`config.mk`:
```
export PLATFORM = sky130hd
export DESIGN_NAME = imem_arbiter_flat
export DESIGN_NICKNAME = d
export VERILOG_FILES = /design/src/rtl/imem_pkg.sv /design/src/rtl/imem_arbiter_if.sv /design/src/rtl/rr_arb2.sv /design/src/rtl/imem_arbiter.sv /design/src/flat_wrapper.sv
export SDC_FILE = /design/constraint.sdc
export NUM_CORES = 1
export LEC_CHECK = 0
export CAP_MARGIN = 0
export CORE_AREA = 2 2 87 89
export CTS_CLUSTER_SIZE = 28
export DETAILED_ROUTE_END_ITERATION = 8
export DIE_AREA = 0 0 89 91
export GPL_ROUTABILITY_DRIVEN = 1
export MAX_ROUTING_LAYER = met4
export PLACE_DENSITY = 0.92
export SLEW_MARGIN = 0
export SYNTH_ARGS = -nofsm -noshare
export SYNTH_HDL_FRONTEND = slang
export SYNTH_HIERARCHICAL = 1
export SYNTH_SLANG_ARGS = --single-unit
export TNS_END_PERCENT = 100
```
`constraint.sdc`:
```
create_clock -name clk -period 5.2 [get_ports clk]
set_input_delay 1.04 -clock clk [delete_from_list [all_inputs] [get_ports clk]]
set_output_delay 1.04 -clock clk [all_outputs]
set_load 0.02 [all_outputs]
```
`src/rtl/imem_pkg.sv`:
```
// -----------------------------------------------------------------------------
// imem_pkg
// Shared definitions for the instruction-memory arbiter:
//   DEPTH_BYTES_DEF : default byte capacity of the attached instruction memory
//   NOP_INSN        : instruction returned on a faulted fetch (addi x0,x0,0)
//   arb_state_e     : response FSM states (IDLE / RESP)
//   last_gnt_e      : round-robin last-grant pointer values
//   addr_ok()       : word-aligned and inside the memory
// -----------------------------------------------------------------------------
package imem_pkg;

  localparam int unsigned DEPTH_BYTES_DEF = 1024;
  localparam logic [31:0] NOP_INSN        = 32'h0000_0013;

  typedef enum logic {
    IDLE = 1'b0,
    RESP = 1'b1
  } arb_state_e;

  typedef enum logic {
    LAST_FETCH = 1'b0,
    LAST_LOAD  = 1'b1
  } last_gnt_e;

  // An access is serviceable only when it is word aligned and below the top
  // of the memory; everything else is answered without touching the array.
  function automatic logic addr_ok(input logic [31:0] addr,
                                   input logic [31:0] depth_bytes);
    return (addr[1:0] == 2'b00) && (addr < depth_bytes);
  endfunction

endpackage

```
`src/rtl/imem_arbiter_if.sv`:
```
// -----------------------------------------------------------------------------
// imem_arbiter_if
// Bundles the fetch port, the loader port and the memory port of the
// instruction-memory arbiter.
//   master : requester/memory side (drives requests, addresses, mem_rdata)
//   slave  : arbiter side (drives grants, responses and the memory controls)
// Parameter AW is the memory address width.
// -----------------------------------------------------------------------------
interface imem_arbiter_if #(
  parameter int AW = 10
);

  // fetch port
  logic          fetch_req;
  logic [31:0]   fetch_addr;
  logic          fetch_gnt;
  logic          fetch_rvalid;
  logic [31:0]   fetch_rdata;
  logic          fetch_err;

  // loader port
  logic          load_req;
  logic [31:0]   load_addr;
  logic [31:0]   load_wdata;
  logic [3:0]    load_be;
  logic          load_gnt;
  logic          load_err;

  // memory port
  logic          mem_en;
  logic          mem_we;
  logic [AW-1:0] mem_addr;
  logic [31:0]   mem_wdata;
  logic [3:0]    mem_be;
  logic [31:0]   mem_rdata;

  modport master (
    output fetch_req, fetch_addr,
    output load_req, load_addr, load_wdata, load_be,
    output mem_rdata,
    input  fetch_gnt, fetch_rvalid, fetch_rdata, fetch_err,
    input  load_gnt, load_err,
    input  mem_en, mem_we, mem_addr, mem_wdata, mem_be
  );

  modport slave (
    input  fetch_req, fetch_addr,
    input  load_req, load_addr, load_wdata, load_be,
    input  mem_rdata,
    output fetch_gnt, fetch_rvalid, fetch_rdata, fetch_err,
    output load_gnt, load_err,
    output mem_en, mem_we, mem_addr, mem_wdata, mem_be
  );

endinterface

```
`src/rtl/rr_arb2.sv`:
```
// -----------------------------------------------------------------------------
// rr_arb2
// Two-requester round-robin arbiter with a registered last-grant pointer.
// Grants are combinational from the requests and the pointer.
//   clk, reset   : clock, asynchronous active-high reset
//   i_req_load   : loader request
//   i_req_fetch  : fetch request
//   i_lock       : when high the fetch side is never granted
//   o_gnt_load   : loader grant
//   o_gnt_fetch  : fetch grant
// -----------------------------------------------------------------------------
module rr_arb2
  import imem_pkg::*;
(
  input  logic clk,
  input  logic reset,
  input  logic i_req_load,
  input  logic i_req_fetch,
  input  logic i_lock,
  output logic o_gnt_load,
  output logic o_gnt_fetch
);

  last_gnt_e r_last;

  // Reset gates the grants so nothing is accepted while reset is held.
  always_comb begin
    o_gnt_load  = 1'b0;
    o_gnt_fetch = 1'b0;
    if (!reset) begin
      if (i_lock) begin
        o_gnt_load = i_req_load;
      end else if (i_req_load && i_req_fetch) begin
        // Contention: the side that did not win last time goes now.
        if (r_last == LAST_FETCH) o_gnt_load  = 1'b1;
        else                      o_gnt_fetch = 1'b1;
      end else begin
        o_gnt_load  = i_req_load;
        o_gnt_fetch = i_req_fetch;
      end
    end
  end

  // Pointer starts at "fetch" so the loader wins the first contention.
  always_ff @(posedge clk or posedge reset) begin
    if (reset)            r_last <= LAST_FETCH;
    else if (o_gnt_load)  r_last <= LAST_LOAD;
    else if (o_gnt_fetch) r_last <= LAST_FETCH;
  end

endmodule

```
`src/rtl/imem_arbiter.sv`:
```
// -----------------------------------------------------------------------------
// imem_arbiter
// Shares one single-port instruction memory between an instruction fetch port
// and a loader (write) port. Round-robin between the two; fetch data returns
// one cycle after the grant. Faulting fetches (misaligned / out of range)
// return a NOP with fetch_err, faulting loader writes are dropped and flagged
// on load_err one cycle after the grant.
//   clk, reset : clock, asynchronous active-high reset
//   load_lock  : (IMEM_ARB_LOAD_LOCK_EN only) block fetch grants, loader wins
//   bus        : imem_arbiter_if.slave (fetch, loader and memory ports)
//   busy       : a fetch response is pending this cycle
// Optional feature macro: IMEM_ARB_LOAD_LOCK_EN (adds the load_lock input).
// -----------------------------------------------------------------------------
module imem_arbiter
  import imem_pkg::*;
#(
  parameter int unsigned DEPTH_BYTES = DEPTH_BYTES_DEF,
  parameter int          AW          = 10
) (
  input  logic          clk,
  input  logic          reset,
`ifdef IMEM_ARB_LOAD_LOCK_EN
  input  logic          load_lock,
`endif
  imem_arbiter_if.slave bus,
  output logic          busy
);

  logic        w_lock;
  logic        w_fgnt;
  logic        w_lgnt;
  logic        w_fetch_ok;
  logic        w_load_ok;
  logic [31:0] w_rdata;

  arb_state_e  r_state;
  arb_state_e  w_state_nxt;
  logic        r_err;
  logic        r_load_err;
  logic [31:0] r_rdata_hold;

`ifdef IMEM_ARB_LOAD_LOCK_EN
  assign w_lock = load_lock;
`else
  assign w_lock = 1'b0;
`endif

  assign w_fetch_ok = addr_ok(bus.fetch_addr, 32'(DEPTH_BYTES));
  assign w_load_ok  = addr_ok(bus.load_addr,  32'(DEPTH_BYTES));

  rr_arb2 u_arb (
    .clk         (clk),
    .reset       (reset),
    .i_req_load  (bus.load_req),
    .i_req_fetch (bus.fetch_req),
    .i_lock      (w_lock),
    .o_gnt_load  (w_lgnt),
    .o_gnt_fetch (w_fgnt)
  );

  assign bus.fetch_gnt = w_fgnt;
  assign bus.load_gnt  = w_lgnt;

  // Memory is driven in the grant cycle; faulting accesses never enable it.
  always_comb begin
    bus.mem_en    = 1'b0;
    bus.mem_we    = 1'b0;
    bus.mem_addr  = bus.fetch_addr[AW-1:0];
    bus.mem_wdata = bus.load_wdata;
    bus.mem_be    = 4'hF;
    if (w_fgnt && w_fetch_ok) begin
      bus.mem_en = 1'b1;
    end else if (w_lgnt && w_load_ok) begin
      bus.mem_en   = 1'b1;
      bus.mem_we   = 1'b1;
      bus.mem_addr = bus.load_addr[AW-1:0];
      bus.mem_be   = bus.load_be;
    end
  end

  // Response FSM: RESP is the cycle in which fetch data is presented.
  always_ff @(posedge clk or posedge reset) begin
    if (reset) r_state <= IDLE;
    else       r_state <= w_state_nxt;
  end

  always_comb begin
    w_state_nxt = IDLE;
    case (r_state)
      IDLE:    if (w_fgnt) w_state_nxt = RESP;
      RESP:    if (w_fgnt) w_state_nxt = RESP;
      default: w_state_nxt = IDLE;
    endcase
  end

  always_ff @(posedge clk or posedge reset) begin
    if (reset) begin
      r_err      <= 1'b0;
      r_load_err <= 1'b0;
    end else begin
      r_err      <= w_fgnt && !w_fetch_ok;
      r_load_err <= w_lgnt && !w_load_ok;
    end
  end

  // Outside a response cycle the last delivered word is replayed.
  always_comb begin
    w_rdata = r_rdata_hold;
    if (r_state == RESP) w_rdata = r_err ? NOP_INSN : bus.mem_rdata;
  end

  always_ff @(posedge clk or posedge reset) begin
    if (reset)                r_rdata_hold <= 32'h0;
    else if (r_state == RESP) r_rdata_hold <= w_rdata;
  end

  assign bus.fetch_rvalid = (r_state == RESP);
  assign bus.fetch_err    = (r_state == RESP) && r_err;
  assign bus.fetch_rdata  = w_rdata;
  assign bus.load_err     = r_load_err;
  assign busy             = (r_state == RESP);

endmodule

```
`src/flat_wrapper.sv`:
```
// flat-port wrapper written by rule: the top's interface ports become plain ports
module imem_arbiter_flat import imem_pkg::*;
#(
  parameter int unsigned DEPTH_BYTES = DEPTH_BYTES_DEF,
  parameter int          AW          = 10
)
  (clk, reset, busy, bus_fetch_req, bus_fetch_addr, bus_load_req, bus_load_addr, bus_load_wdata, bus_load_be, bus_mem_rdata, bus_fetch_gnt, bus_fetch_rvalid, bus_fetch_rdata, bus_fetch_err, bus_load_gnt, bus_load_err, bus_mem_en, bus_mem_we, bus_mem_addr, bus_mem_wdata, bus_mem_be);
  imem_arbiter_if #(.AW(AW)) bus_i ();
  input  logic clk;
  input  logic reset;
  output logic busy;
  input wire logic [$bits(bus_i.fetch_req)-1:0] bus_fetch_req;
  input wire logic [$bits(bus_i.fetch_addr)-1:0] bus_fetch_addr;
  input wire logic [$bits(bus_i.load_req)-1:0] bus_load_req;
  input wire logic [$bits(bus_i.load_addr)-1:0] bus_load_addr;
  input wire logic [$bits(bus_i.load_wdata)-1:0] bus_load_wdata;
  input wire logic [$bits(bus_i.load_be)-1:0] bus_load_be;
  input wire logic [$bits(bus_i.mem_rdata)-1:0] bus_mem_rdata;
  output wire logic [$bits(bus_i.fetch_gnt)-1:0] bus_fetch_gnt;
  output wire logic [$bits(bus_i.fetch_rvalid)-1:0] bus_fetch_rvalid;
  output wire logic [$bits(bus_i.fetch_rdata)-1:0] bus_fetch_rdata;
  output wire logic [$bits(bus_i.fetch_err)-1:0] bus_fetch_err;
  output wire logic [$bits(bus_i.load_gnt)-1:0] bus_load_gnt;
  output wire logic [$bits(bus_i.load_err)-1:0] bus_load_err;
  output wire logic [$bits(bus_i.mem_en)-1:0] bus_mem_en;
  output wire logic [$bits(bus_i.mem_we)-1:0] bus_mem_we;
  output wire logic [$bits(bus_i.mem_addr)-1:0] bus_mem_addr;
  output wire logic [$bits(bus_i.mem_wdata)-1:0] bus_mem_wdata;
  output wire logic [$bits(bus_i.mem_be)-1:0] bus_mem_be;
  assign bus_i.fetch_req = bus_fetch_req;
  assign bus_i.fetch_addr = bus_fetch_addr;
  assign bus_i.load_req = bus_load_req;
  assign bus_i.load_addr = bus_load_addr;
  assign bus_i.load_wdata = bus_load_wdata;
  assign bus_i.load_be = bus_load_be;
  assign bus_i.mem_rdata = bus_mem_rdata;
  assign bus_fetch_gnt = bus_i.fetch_gnt;
  assign bus_fetch_rvalid = bus_i.fetch_rvalid;
  assign bus_fetch_rdata = bus_i.fetch_rdata;
  assign bus_fetch_err = bus_i.fetch_err;
  assign bus_load_gnt = bus_i.load_gnt;
  assign bus_load_err = bus_i.load_err;
  assign bus_mem_en = bus_i.mem_en;
  assign bus_mem_we = bus_i.mem_we;
  assign bus_mem_addr = bus_i.mem_addr;
  assign bus_mem_wdata = bus_i.mem_wdata;
  assign bus_mem_be = bus_i.mem_be;
  imem_arbiter #(.DEPTH_BYTES(DEPTH_BYTES), .AW(AW)) u_core (.clk(clk), .reset(reset), .bus(bus_i), .busy(busy));
endmodule
```
---- After elaboration in Yosys (flattened, before gate mapping) ----
Index checks and enable logic that the tools add are counted.
cells by class
  multiplexer cells ....................... 18
  reduce and logical (&&, ||, !) cells .... 13
  magnitude comparators ................... 2
operators with widths
  kind                    number
  $lt A32 B11 Y1 const B  2
  $mux W32                2
  $mux W10                2
  $mux W1                 12
  $logic_and A1 B1 Y1     8
  $mux W4                 2
  $logic_not A2 Y1        2
  $logic_not A1 Y1        2
  $reduce_bool A2 Y1      1
word-level totals
  word-level logic and storage cells ...... 38
  bits in registers ....................... 36
  input bits .............................. 136
  output and inout bits ................... 86

---- Logic depth before layout (Yosys ltp) ----
  depth after elaboration ................. 6
  gate-level depth with buffers ........... 6
  mapped depth without buffers ............ 5

---- By module ----
Netlist, hierarchy kept.
by module, submodules not included
  module        times used  seq. area each (um^2)  cells an instance  area each (um^2)
  imem_arbiter  1           875.8                  244                2,128.3
  rr_arb2       1           25.0                   9                  78.8

---- Worst setup path after synthesis ----
Ideal clock, no wire load.
  kind .................................... input-to-output
  start point ............................. input port reset
  end point ............................... output port bus_mem_addr[4]
  arrival time ............................ 2.701 ns
  stages on the path ...................... 6
  path buffers ............................ 1
  slack ................................... 1.459 ns
  required time ........................... 4.160 ns
  cells stage by stage .................... nor3b_2 > a21boi_1 > nand3_1 > o211ai_4 > buf_6 > mux2_4
between the ends
  elaborated cells between the ends (all ways) .. 6
  those cells by class .................... mux: 4; reduce/logical: 2
RTL lines
  element              RTL line            text
  start: declaration   flat_wrapper.sv:10  input logic reset;
  $mux W1              rr_arb2.sv:30       if (!reset) begin
  via bus_fetch_gnt    flat_wrapper.sv:19  output wire logic [$bits(bus_i.fetch_gnt)-1:0] bus_fetch_gnt;
  $logic_and A1 B1 Y1  imem_arbiter.sv:71  if (w_fgnt && w_fetch_ok) begin
  $mux W10             imem_arbiter.sv:71
  end: declaration     flat_wrapper.sv:27  output wire logic [$bits(bus_i.mem_addr)-1:0] bus_mem_addr;
The timed path passes the listed nets, and every way through them passes these cells.

---- Worst setup path after layout ----
  start point ............................. input port reset
  end point ............................... output port bus_mem_addr[9]
between the ends
  word-level cells in the longest chain between the ends .. 4
  elaborated cells between the ends (all ways) .. 6
  those cells by class .................... mux: 4; reduce/logical: 2
RTL lines
  element              RTL line            text
  $mux W1              rr_arb2.sv:30
  $logic_and A1 B1 Y1  imem_arbiter.sv:73  end else if (w_lgnt && w_load_ok) begin
  $mux W10             imem_arbiter.sv:73
  $mux W10 *           imem_arbiter.sv:71
Mark *: on every way between the ends. The rest lies on a longest branch, timed or not.

==> impl_metrics.tcl <==
set metrics [dict create \
    worst_path_most_repeated_cell "sky130_fd_sc_hd__clkdlybuf4s50_1" \
    dr.first_iter.drc_count 85 \
    grt_first_pass_wirelength_um 9890 \
    fraction_of_layout_cells_with_a_size_suffix_above_1 0.0743 \
    critPathRequiredTime_ps 4160 \
    power.share.switching 0.308 \
    worst_path_largest_cell_delay_ps 540 \
    final_slew_viol_count 0 \
    number_of_endpoints_failing_setup_at_the_final_stage 0 \
    dieArea_sq_um 8100 \
    final.min_clock_period_ps 4700 \
    post-synth-top-area-fraction 0.408 \
    insertion_delay_ps 280 \
    initial_antenna_violation_count 0 \
    drc 0 \
    placedInstanceArea_sq_um 3620 \
    clkSlewWorstSetupHoldPaths_ps 70 \
    postSynthCellCount 253 \
    timing.setup.tns_ps 0 \
    share_comb_of_total_power 0.417 \
    dp.cells 468 \
    design_area_sq_um 3710 \
    timing.clock.skew_ps 6.62 \
    crit_path_start_kind "primary input" \
    final_cell_mix "sky130_fd_sc_hd__clkdlybuf4s50_1 (157), sky130_fd_sc_hd__o21ai_0 (56), sky130_fd_sc_hd__inv_1 (36), sky130_fd_sc_hd__dfrtp_1 (36), sky130_fd_sc_hd__nand2_1 (30)" \
    finish.utilization 0.520 \
    timing.critical_path.fanout_max 13 \
    post_cts_resize_count 0 \
    synthToLayoutAreaGrowth_pct 68.2 \
    design.portCount 222 \
    worstPathArrival_ps 3660 \
    post_route_total_power_w 0.000944 \
    tritoncts_num_sinks 36 \
    post_cts.repair.setup_buffers 0 \
    worstHoldPathType "flop to flop" \
    routedWlPerCell_um 13.4 \
    avgSynthCellArea_sq_um 8.72 \
    vdd_drop_max_v 0.0000845 \
    cp_cell_sequence "clkdlybuf4s50_1 -> nor3b_2 -> a21boi_1 -> nand3_1 -> o211ai_4 -> mux2_2 -> clkdlybuf4s50_1" \
    critical_path_sink_type "output port" \
    max_freq_mhz 213 \
    synth_area_leaders "sky130_fd_sc_hd__dfrtp_1 (41%), sky130_fd_sc_hd__o21ai_0 (13%), sky130_fd_sc_hd__buf_4 (11%)" \
    power_per_cell_area_nw_per_um2 254 \
    timing.max_slew.rel_slack 0.290 \
    power.net_switching_w 0.000291 \
    grt_setup_unrepaired "false" \
    vias 2173 \
    finalHoldViolations 0 \
    grt_max_degree 71 \
    critical-path-slowest-cell "sky130_fd_sc_hd__clkdlybuf4s50_1" \
    first_global_vias 2195 \
    grt_overflow 0 \
    tightest_slew_ps 1060 \
    clockPowerShare 0.209 \
    leakage_nw 1.52 \
    post_layout_nonfiller_instances 476 \
    floorplan.initialDensity 0.309 \
    routed_via_density 4.57 \
    synth_largest_area_cell "sky130_fd_sc_hd__dfrtp_1" \
    yosysWarningCount 6 \
    die_x_um 89 \
    gp_congestion 0.736 \
    floorplan.die.height_um 91 \
    yosys_register_bits 36 \
    place.port_buffers 157 \
    place.detailed.hpwl_um 5290 \
    criticalPathCategory "primary input to output port" \
    tritoncts "done" \
    detailedRoute.firstPassIterationCount 4 \
    outcome "finished clean" \
    sequential_to_total_area_share_from_yosys_stat 0.408 \
    cts_bufs_inserted 5 \
    post_synth_instance_area_sq_um 2210 \
    core_sq_um 7140 \
    detail-route-antenna-nets 0 \
    intPower_w 0.000654 \
    clock_tree.buffer_depth 2 \
    diodes 0 \
    timing.final.crit_share 0.904 \
    grtUsageTotal 0.161 \
    cts_hold_repair.buffers 0 \
    seqPwrFrac 0.374 \
    cap_viol_max_count 0 \
    drt-total-wl_um 6360 \
    number_of_nets_in_the_finished_design 512 \
    htree_num_levels 2 \
    ys_types 32 \
    clock_tree.root_cell "sky130_fd_sc_hd__clkbuf_8" \
    std_cell_rows 31 \
    mostFrequentLayoutCell "sky130_fd_sc_hd__clkdlybuf4s50_1" \
]
## cell type report
| class | count | area (sq um) |
|---|---|---|
| fillers | 681 | 3420 |
| repair buffers | 159 | 1590 |
| flip-flops and latches | 36 | 901 |
| multi-input cells | 138 | 876 |
| inverters | 36 | 135 |
| well taps | 99 | 124 |
| clock buffers | 8 | 90.1 |
## stage by stage
step / hold WS [ps] / worst slack [ps]
floorplan: 472 / 1460
global placement: 485 / 616
detailed placement: 498 / 498
CTS: 512 / 486
global route: 538 / 386
finish: 512 / 498
## flip-flops by register name (all words and copies together), names as in the netlist
signal and cells:
u_core/bus.fetch_rvalid 1, u_core/r_err 1, u_core/bus.load_err 1, u_core/r_rdata_hold 32, u_core/u_arb/r_last 1
## Yosys cell counts
master                      count
sky130_fd_sc_hd__a21boi_1       1
sky130_fd_sc_hd__a2bb2oi_1      1
sky130_fd_sc_hd__a31oi_1        2
sky130_fd_sc_hd__and2_1         2
sky130_fd_sc_hd__and2_2         1
sky130_fd_sc_hd__and3_2         1
sky130_fd_sc_hd__and4_1         1
sky130_fd_sc_hd__buf_2          4
sky130_fd_sc_hd__buf_4         33
sky130_fd_sc_hd__buf_6          1
sky130_fd_sc_hd__clkbuf_1       6
sky130_fd_sc_hd__conb_1         1
sky130_fd_sc_hd__dfrtp_1       36
sky130_fd_sc_hd__inv_1         36
sky130_fd_sc_hd__mux2_2         3
sky130_fd_sc_hd__mux2_4         5
sky130_fd_sc_hd__mux2i_1        1
sky130_fd_sc_hd__nand2_1       30
sky130_fd_sc_hd__nand2b_1       2
sky130_fd_sc_hd__nand3_1        1
sky130_fd_sc_hd__nand4_2        1
sky130_fd_sc_hd__nor2b_1        1
sky130_fd_sc_hd__nor3b_2        1
sky130_fd_sc_hd__nor4_1         6
sky130_fd_sc_hd__nor4_2         5
sky130_fd_sc_hd__nor4_4         1
sky130_fd_sc_hd__o211ai_4       1
sky130_fd_sc_hd__o21a_1         1
sky130_fd_sc_hd__o21ai_0       56
sky130_fd_sc_hd__o22a_1         6
sky130_fd_sc_hd__o22ai_1        2
sky130_fd_sc_hd__or2_1          4
## power groups by stage
stage | Combinational (W) | Clock, W | Sequential [W]
2_1_floorplan | 0.000211 | 0 | 0.000354
3_3_place_gp | 0.000388 | 0 | 0.000355
3_5_place_dp | 0.000398 | 0 | 0.000359
4_1_cts | 0.000400 | 0.000209 | 0.000353
5_1_grt | 0.000428 | 0.000223 | 0.000358
6_report | 0.000394 | 0.000198 | 0.000353
## worst max-delay path, delay by kind of cell
family / cells / cell delay [ps]
AOI/OAI and AO/OA: 2 / 770
buffers and inverters: 2 / 1020
muxes: 1 / 390
and+or+nand+nor: 2 / 430
## cells by family after synthesis
family	after synthesis	synth area share
simple gates	57	0.156
flops	36	0.408
compound gates	70	0.183
buf+inv	80	0.198
other cells	1	0.00170
mux	9	0.0539
## path summary, 6_finish.rpt
path | start | endpoint | slack [ps] | cells after the start
setup / recovery | reset | bus_mem_addr[9] | 500 | 7
hold / removal | u_core/r_rdata_hold[1] | u_core/r_rdata_hold[1] | 510 | 1
setup reg to reg | u_core/bus.fetch_rvalid | u_core/r_rdata_hold[23] | 3080 | 4
hold reg to reg | u_core/r_rdata_hold[1] | u_core/r_rdata_hold[1] | 510 | 1
max in group asynchronous | reset | u_core/r_rdata_hold[23] | 3610 | 3
min in group asynchronous | reset | u_core/u_arb/r_last | 1010 | 2
## routing by layer
metal | track usage | up-vias | share of wire
li1 | - | 1049 | -
met3 | 0.0455 | 9 | 0.089
met1 | 0.160 | 980 | 0.35
met4 | 0.0423 | 0 | 0.016
met2 | 0.300 | 135 | 0.54
met5 | - | - | 0
(Power assumes the default switching activity.)
